**config.mk**
```make
export PLATFORM = sky130hd
export DESIGN_NAME = fpu_cg_sequencer
export DESIGN_NICKNAME = d
export VERILOG_FILES = /design/src/rtl/fpu_cg_sequencer.sv
export SDC_FILE = /design/constraint.sdc
export NUM_CORES = 1
export LEC_CHECK = 0
export CAP_MARGIN = 20
export CORE_ASPECT_RATIO = 1.2
export CORE_MARGIN = 2
export CORE_UTILIZATION = 45
export CTS_CLUSTER_SIZE = 25
export DETAILED_ROUTE_END_ITERATION = 7
export PLACE_DENSITY = 0.72
export SETUP_SLACK_MARGIN = 0.3
export SYNTH_ARGS = -nofsm -noshare
export SYNTH_HDL_FRONTEND = slang
export SYNTH_SLANG_ARGS = --single-unit
export TNS_END_PERCENT = 30
```
**constraint.sdc**
```tcl
create_clock -name clk -period 2.56 [get_ports clk]
set_clock_uncertainty 0.15 [all_clocks]
set_input_delay 0.256 -clock clk [delete_from_list [all_inputs] [get_ports clk]]
set_output_delay 0.256 -clock clk [all_outputs]
set_load 0.02 [all_outputs]
```
**src/rtl/fpu_cg_sequencer.sv**
```systemverilog
// Per-unit clock-gate sequencer: idle hysteresis before cutting a unit's clock,
// fixed wake-up delay after restoring it, and a ready flag for the arbiter.
module fpu_cg_sequencer #(
    parameter int NB_UNITS    = 5,
    parameter int CNT_WIDTH   = 4,
    parameter int WAKE_CYCLES = 1
) (
    input  logic                 clk,
    input  logic                 rst_n,
    input  logic                 bypass_i,
    input  logic [CNT_WIDTH-1:0] idle_timeout_i,
    input  logic [NB_UNITS-1:0]  cg_enable_i,
    output logic [NB_UNITS-1:0]  clk_en_o,
    output logic [NB_UNITS-1:0]  unit_ready_o,
    output logic [NB_UNITS-1:0]  unit_gated_o
);

    localparam int WCNT_W = (WAKE_CYCLES > 1) ? $clog2(WAKE_CYCLES + 1) : 1;
    localparam logic [WCNT_W-1:0] WAKE_LAST =
        WCNT_W'((WAKE_CYCLES > 0) ? WAKE_CYCLES - 1 : 0);

    typedef enum logic [1:0] {
        RUN  = 2'd0,
        OFF  = 2'd1,
        WAKE = 2'd2
    } state_e;

    logic [NB_UNITS-1:0] act;

    assign act = cg_enable_i | {NB_UNITS{bypass_i}};

    for (genvar g = 0; g < NB_UNITS; g++) begin : g_unit
        state_e               state_q, state_d;
        logic [CNT_WIDTH-1:0] cnt_q, cnt_d;
        logic [WCNT_W-1:0]    wcnt_q, wcnt_d;

        always_ff @(posedge clk) begin
            if (!rst_n) begin
                state_q <= RUN;
                cnt_q   <= '0;
                wcnt_q  <= '0;
            end else begin
                state_q <= state_d;
                cnt_q   <= cnt_d;
                wcnt_q  <= wcnt_d;
            end
        end

        always_comb begin
            state_d = state_q;
            cnt_d   = cnt_q;
            wcnt_d  = wcnt_q;
            case (state_q)
                RUN: begin
                    // Activity wins over an expired count; >= tolerates T dropping mid-count.
                    if (act[g]) begin
                        cnt_d = '0;
                    end else if (cnt_q >= idle_timeout_i) begin
                        state_d = OFF;
                        cnt_d   = '0;
                    end else begin
                        cnt_d = cnt_q + 1'b1;
                    end
                end
                OFF: begin
                    if (act[g]) begin
                        if (WAKE_CYCLES == 0) begin
                            state_d = RUN;
                            cnt_d   = '0;
                        end else begin
                            state_d = WAKE;
                            wcnt_d  = '0;
                        end
                    end
                end
                WAKE: begin
                    // A wake always completes, even if activity has already gone away.
                    if (wcnt_q == WAKE_LAST) begin
                        state_d = RUN;
                        cnt_d   = '0;
                    end else begin
                        wcnt_d = wcnt_q + 1'b1;
                    end
                end
                default: begin
                    state_d = RUN;
                    cnt_d   = '0;
                    wcnt_d  = '0;
                end
            endcase
        end

        assign clk_en_o[g]     = (state_q != OFF) | bypass_i;
        assign unit_ready_o[g] = (state_q == RUN);
        assign unit_gated_o[g] = (state_q == OFF);
    end

endmodule
```
==> results of run 1 <==
==> cells in the final DEF (no fill, tap or decap), drive strengths merged <==
cell / synthesis / final
nand3b: 2 / 2
nand2b: 8 / 8
a211o: 3 / 3
inv: 13 / 13
nor4b: 5 / 5
and2: 2 / 2
a21o: 5 / 5
or4b: 1 / 1
o22a: 2 / 2
nand2: 15 / 15
nor2b: 8 / 8
nor4: 2 / 2
a22o: 1 / 1
nor3b: 7 / 7
nand3: 8 / 8
o21ai: 16 / 16
a211oi: 3 / 3
a21oi: 2 / 2
clkbuf: 3 / 6
mux2i: 1 / 1
or4: 2 / 2
a22oi: 1 / 1
nor3: 6 / 6
ha: 25 / 25
clkdlybuf4s50: 0 / 26
dfxtp: 30 / 30
a31oi: 2 / 2
nor2: 21 / 21
buf: 1 / 5
o211ai: 3 / 3
o21a: 1 / 1
a2111oi: 2 / 2
==> where the power goes <==
group          internal, mW  leakage, nW  switching (mW)  total, mW
logic                0.0593        0.650          0.0606      0.120
clock network         0.207       0.0431           0.168      0.375
registers             0.474        0.242         0.00767      0.482
==> final cells by class <==
type | instances | area [um2]
fillers | 337 | 1493
multi-input cells | 154 | 1106
flip-flops and latches | 30 | 600.6
repair buffers | 31 | 297.8
clock buffers | 6 | 82.58
well taps | 52 | 65.06
inverters | 13 | 48.80
==> what timing repair did <==
action | 4_1_cts | 5_1_grt
hold endpoints to repair | 0 | 0
endpoints found under the setup margin | 2 | 7
gates resized for setup | 2 | 6
==> layer usage <==
layer / vias up / part of all wire
met4: 0 / 0.018
met1: 689 / 0.50
li1: 788 / -
met3: 6 / 0.027
met2: 19 / 0.45
met5: - / 0
==> through the flow <==
step	cell area (um2)	hold WS (ns)	utilization	setup WS [ns]	total power, mW
after floorplan	1760	0.1847	-	0.6052	0.5584
after global placement	2101	0.3205	0.5688	0.06112	0.6066
after detailed placement	2101	0.3322	0.5688	-0.008649	0.6084
after CTS	2191	0.3409	0.5932	0.2911	0.9822
after global routing	2201	0.3659	0.5959	0.2740	1.021
final	2201	0.3388	0.5959	0.3478	0.9765
==> sequential cells by signal, summed over array words and instances (netlist names) <==
signal          count
g_unit.cnt_q       20
g_unit.state_q     10
==> final timing paths <==
kind                           to  slack, ns            startpoint
max reg2reg    g_unit[1].cnt_q[2]       0.52    g_unit[1].cnt_q[0]
min reg2reg  g_unit[4].state_q[0]       0.34  g_unit[4].state_q[1]
max            g_unit[2].cnt_q[2]       0.35     idle_timeout_i[3]
min          g_unit[4].state_q[0]       0.34  g_unit[4].state_q[1]
==> worst max-delay path: cells and delay by family <==
kind	cells	cell delay [ns]
buffers and inverters	2	0.56
AO/OA/AOI/OAI	3	0.44
adder cells (fa/ha/maj)	1	0.34
AND/OR/NAND/NOR	2	0.68
==> cell families after synthesis <==
group                      share of synthesized area
muxes                                       0.005686
and+or+nand+nor                               0.2772
adders and majority gates                     0.1777
buffers and inverters                        0.04051
AOI/OAI and AO/OA                             0.1578
DFF                                           0.3412
==> flow_metrics.py, run 1 <==
metrics = {
    "timing": {
        "rsz0062_at_grt": "yes",
        "slew_violations": 0,
        "worst-slew-pin-transition_ns": 0.5328,
        "setup_viol": 0,
        "period_share": 0.8641,
        "maxSlewHeadroom": 0.6411,
        "final_hold_viol_count": 0,
        "max_freq_mhz": 452.0,
        "final.setup.tns_ns": 0,
        "fin_crit_ns": 2.212,
    },
    "synthesis": {
        "synth_most_common_cell": "dfxtp_1",
        "ys_seq_elements": 30,
        "synth_top_cell_area_share": 0.3412,
        "synth_edf_count": 0,
        "avgSynthCellArea_um2": 8.758,
        "synthDistinctLibCells": 36,
        "synth-warning-count": 0,
        "synth_area_mm2": 0.001760,
        "synth_area_leaders": "dfxtp_1 34%, ha_1 18%, nor2_1 4.5%, o21ai_0 4.3%, nand2_1 3.2%",
        "syn_nets": 238,
        "ys_top_cells_by_count": "30 x dfxtp_1, 25 x ha_1, 21 x nor2_1",
        "synth_top_flop_cell": "dfxtp_1",
        "seq_area_frac_synth": 0.3412,
        "async_flop_share": 0,
        "synth_top_cell_by_area": "dfxtp_1",
        "synthCells": 201,
    },
    "placed_design": {
        "place_inst": 280,
        "hpwlAfterDp_um": 2739,
        "place_congestion": 0.7928,
        "port_buffers": 26,
    },
    "cts": {
        "cts_root_buffer": "clkbuf_8",
        "tritoncts": "done",
        "cts_sinks": 30,
        "clock_path_buffers": 2,
        "cts_buffers": 5,
        "cts_setup_buffers": 0,
        "clk_pin_slew_ns": 0.06,
        "clk_latency_ns": 0.28,
        "cts_max_level": 2,
        "cts_hold_buf": 0,
    },
    "global_routing": {
        "overflow": 0,
        "grt_max_degree": 14,
        "grt_util_all_layers": 0.1839,
        "grt_pass1_wl_um": 6099,
        "antenna_found_initial": 0,
        "grt_use_met2": 0.2730,
        "grt-busiest-layer": "met2",
        "grt_pass1_vias": 1331,
        "use_met1": 0.2511,
        "met3_usage": 0.04813,
    },
    "floorplan": {
        "die_area_mm2": 0.004430,
        "coreArea_mm2": 0.003694,
        "die_x_um": 61.10,
        "rows": 24,
        "io_pins": 27,
        "die_y_um": 72.52,
        "start_util": 0.4766,
    },
    "drt": {
        "routed_wl_um": 3718,
        "drc": 0,
        "wl_per_cell_um": 13.00,
        "first_pass_iters": 4,
        "via_per_inst": 5.252,
        "ant_nets": 0,
        "num_vias": 1502,
        "drtIter0Drc": 56,
    },
    "critical_path": {
        "endpoint_kind": "flop",
        "slowest_stage": "or4_4",
        "arrival_ns": 2.28,
        "worst-endpoint-required_ns": 2.63,
        "path_cells": "clkdlybuf4s50_1 > inv_1 > ha_1 > a211oi_1 > o21ai_1 > or4_4 > nor3b_2 > a21o_1",
        "crit_type": "input pin to flop",
        "path_max_fanout": 5,
        "cp-start-kind": "input pin",
        "slowest_delay_ns": 0.47,
        "reg2reg_depth": 7,
    },
    "pwr": {
        "power.density_mw_per_mm2": 443.7,
        "peakVddDrop_mv": 0.2912,
        "p_leak_nw": 0.9360,
    },
    "layout": {
        "drive_above_1_share": 0.08547,
        "area_delta_synth_final_pct": 25.02,
        "fin_cells": 286,
        "insertedDiodeCount": 0,
        "nets": 272,
    },
    "run": {
        "drv_cap": 0,
    },
    "min_path": {
        "hold_path_class": "flop to flop",
        "hold_depth": 1,
    },
    "status": {
        "status": "finished, final reports clean",
    },
}
Power figures use the tool's default switching activity.
==> run 2: changes to the inputs <==
--- a/config.mk
+++ b/config.mk
@@ -7,7 +7,7 @@
 export LEC_CHECK = 0
 export CAP_MARGIN = 20
 export CORE_ASPECT_RATIO = 1.2
-export CORE_MARGIN = 2
+export CORE_MARGIN = 3
 export CORE_UTILIZATION = 45
 export CTS_CLUSTER_SIZE = 25
 export DETAILED_ROUTE_END_ITERATION = 7
==> run 2 against run 1 <==
Hold slack got worse by 0.010 ns; combinational power barely moved; critical path depth unchanged; setup slack better by 0.00099 ns; via count is 1.5% lower; die area increased by 6.1%; sequential share of layout area up 0.062 points; largest power group unchanged.
==> flow_metrics.py, run 2 (synthesis results as in run 1) <==
metrics = {
    "critical_path": {
        "worst-endpoint-required_ns": 2.63,
        "critPathBufInv": 2,
        "endpoint_kind": "flop",
        "cpLargestDelayFamily": "simple AND/OR/NAND/NOR gates",
        "reg2reg_depth": 7,
        "crit_type": "input pin to flop",
        "cp.depth": 8,
        "slowest_delay_ns": 0.48,
        "slowest_stage": "or4_4",
        "path_max_fanout": 5,
        "arrival_ns": 2.29,
        "cp-start-kind": "input pin",
        "path_cells": "clkdlybuf4s50_1 > inv_1 > ha_1 > a211oi_1 > o21ai_0 > or4_4 > nor3b_1 > a21o_1",
    },
    "cts": {
        "clk_pin_slew_ns": 0.06,
        "clk_latency_ns": 0.28,
        "clock_path_buffers": 2,
        "cts_hold_buf": 0,
        "cts_root_buffer": "clkbuf_8",
        "cts_sinks": 30,
        "cts_max_level": 2,
        "tritoncts": "done",
        "cts_buffers": 5,
    },
    "min_path": {
        "hold_path_class": "flop to flop",
        "hold_depth": 1,
    },
    "timing": {
        "period_share": 0.8637,
        "setup_viol": 0,
        "final_hold_viol_count": 0,
        "final.setup.tns_ns": 0,
        "whs_ns": 0.3284,
        "max_freq_mhz": 452.2,
        "rsz0062_at_grt": "yes",
        "fin_crit_ns": 2.211,
        "worst-slew-pin-transition_ns": 0.3900,
        "slew_violations": 0,
        "maxSlewHeadroom": 0.7383,
    },
    "layout": {
        "area_delta_synth_final_pct": 24.73,
        "fillers": 344,
        "final_common_cell": "dfxtp_1",
        "largest_reg_flops": 20,
        "regMostFlops": "g_unit.cnt_q",
        "drive_above_1_share": 0.08120,
        "insertedDiodeCount": 0,
        "final_cell_mix": "30 x dfxtp_1, 26 x clkdlybuf4s50_1, 25 x ha_1",
        "nets": 272,
        "reg_top3": "g_unit.cnt_q (20), g_unit.state_q (10)",
    },
    "global_routing": {
        "grt_pass1_wl_um": 6354,
        "overflow": 0,
        "grt_util_all_layers": 0.1775,
        "grt_pass1_vias": 1362,
        "grt_max_degree": 14,
        "antenna_found_initial": 0,
    },
    "run": {
        "drv_cap": 0,
    },
    "floorplan": {
        "die_area_mm2": 0.004702,
        "coreArea_mm2": 0.003694,
        "io_pins": 27,
        "rows": 24,
        "start_util": 0.4766,
        "die_y_um": 74.52,
        "die_x_um": 63.10,
    },
    "pwr": {
        "p_sw_mw": 0.2332,
        "p_leak_nw": 0.9346,
        "peakVddDrop_mv": 0.3362,
        "power_frac_seq": 0.495,
        "pwr-share-comb": 0.123,
        "p_int_mw": 0.7401,
        "power.density_mw_per_mm2": 443.2,
        "p_total_mw": 0.9733,
        "power_frac_clock": 0.382,
        "switching_share": 0.2396,
    },
    "drt": {
        "routed_wl_um": 3747,
        "via_per_inst": 5.175,
        "wl_per_cell_um": 13.10,
        "drc": 0,
        "drtIter0Drc": 86,
        "ant_nets": 0,
        "num_vias": 1480,
        "first_pass_iters": 5,
    },
    "status": {
        "status": "finished, final reports clean",
    },
    "placed_design": {
        "port_buffers": 26,
        "place_congestion": 0.7778,
        "hpwlAfterDp_um": 2704,
    },
}
==> run 2: changes by cell type in the layout (fill, tap and decap cells not counted) <==
cell | previous run | this run
nor3b_1 | 4 | 5
o21ai_0 | 11 | 12
nor3b_2 | 3 | 2
o21ai_1 | 5 | 4
==> run 2: what timing repair did <==
item,CTS,global route
endpoints found under the setup margin,0,10
gates resized for setup,0,6
setup buffers,0,0
==> run 2: cell type report <==
| class | instances | area, um2 | area share |
|---|---|---|---|
| clock buffer | 6 | 82.58 | 0.03761 |
| inverter | 13 | 48.80 | 0.02222 |
| multi-input combinational | 154 | 1101 | 0.5014 |
| sequential | 30 | 600.6 | 0.2735 |
| tap | 52 | 65.06 | 0.02963 |
| timing repair buffer | 31 | 297.8 | 0.1356 |
==> run 2: final timing paths <==
| path | slack, ns | to | start |
|---|---|---|---|
| setup / recovery | 0.35 | g_unit[1].cnt_q[2] | idle_timeout_i[3] |
| hold / removal | 0.33 | g_unit[4].state_q[0] | g_unit[4].state_q[1] |
| setup reg to reg | 0.48 | g_unit[1].cnt_q[2] | g_unit[1].cnt_q[0] |
| hold reg to reg | 0.33 | g_unit[4].state_q[0] | g_unit[4].state_q[1] |
==> run 2: through the flow <==
| step | worst slack [ns] | util | std cells | area, um2 |
|---|---|---|---|---|
| after floorplan | 0.6052 | - | 201 | 1760 |
| after global placement | 0.06794 | 0.5688 | 280 | 2101 |
| after detailed placement | 0.02765 | 0.5688 | 280 | 2101 |
| after CTS | 0.3077 | 0.5911 | 286 | 2183 |
| after global routing | 0.1880 | 0.5945 | 286 | 2196 |
| final | 0.3488 | 0.5945 | 286 | 2196 |
==> run 2: power by group through the flow <==
stage	Combinational, mW	Sequential, mW	Clock [mW]
5_1_grt	0.134	0.483	0.409
3_3_place_gp	0.114	0.492	0
6_report	0.120	0.482	0.372
3_5_place_dp	0.116	0.492	0
4_1_cts	0.118	0.482	0.388
2_1_floorplan	0.0686	0.490	0
==> run 2: worst register-to-register path: cells and delay by family, from the launching register on <==
kind,cells,cell delay (ns)
simple gates,3,0.87
flops,1,0.40
compound gates,2,0.27
fa+ha+maj,1,0.26
buf+inv,1,0.06
==> run 2: routing by layer <==
layer / vias to the layer above / track usage / wire length (um) / part of all wire
met5: - / 0 / 0 / 0
met1: 662 / 0.2187 / 1790 / 0.48
met4: 0 / 0.08824 / 116 / 0.031
met2: 23 / 0.2814 / 1719 / 0.46
li1: 786 / - / - / -
met3: 9 / 0.05740 / 121 / 0.032
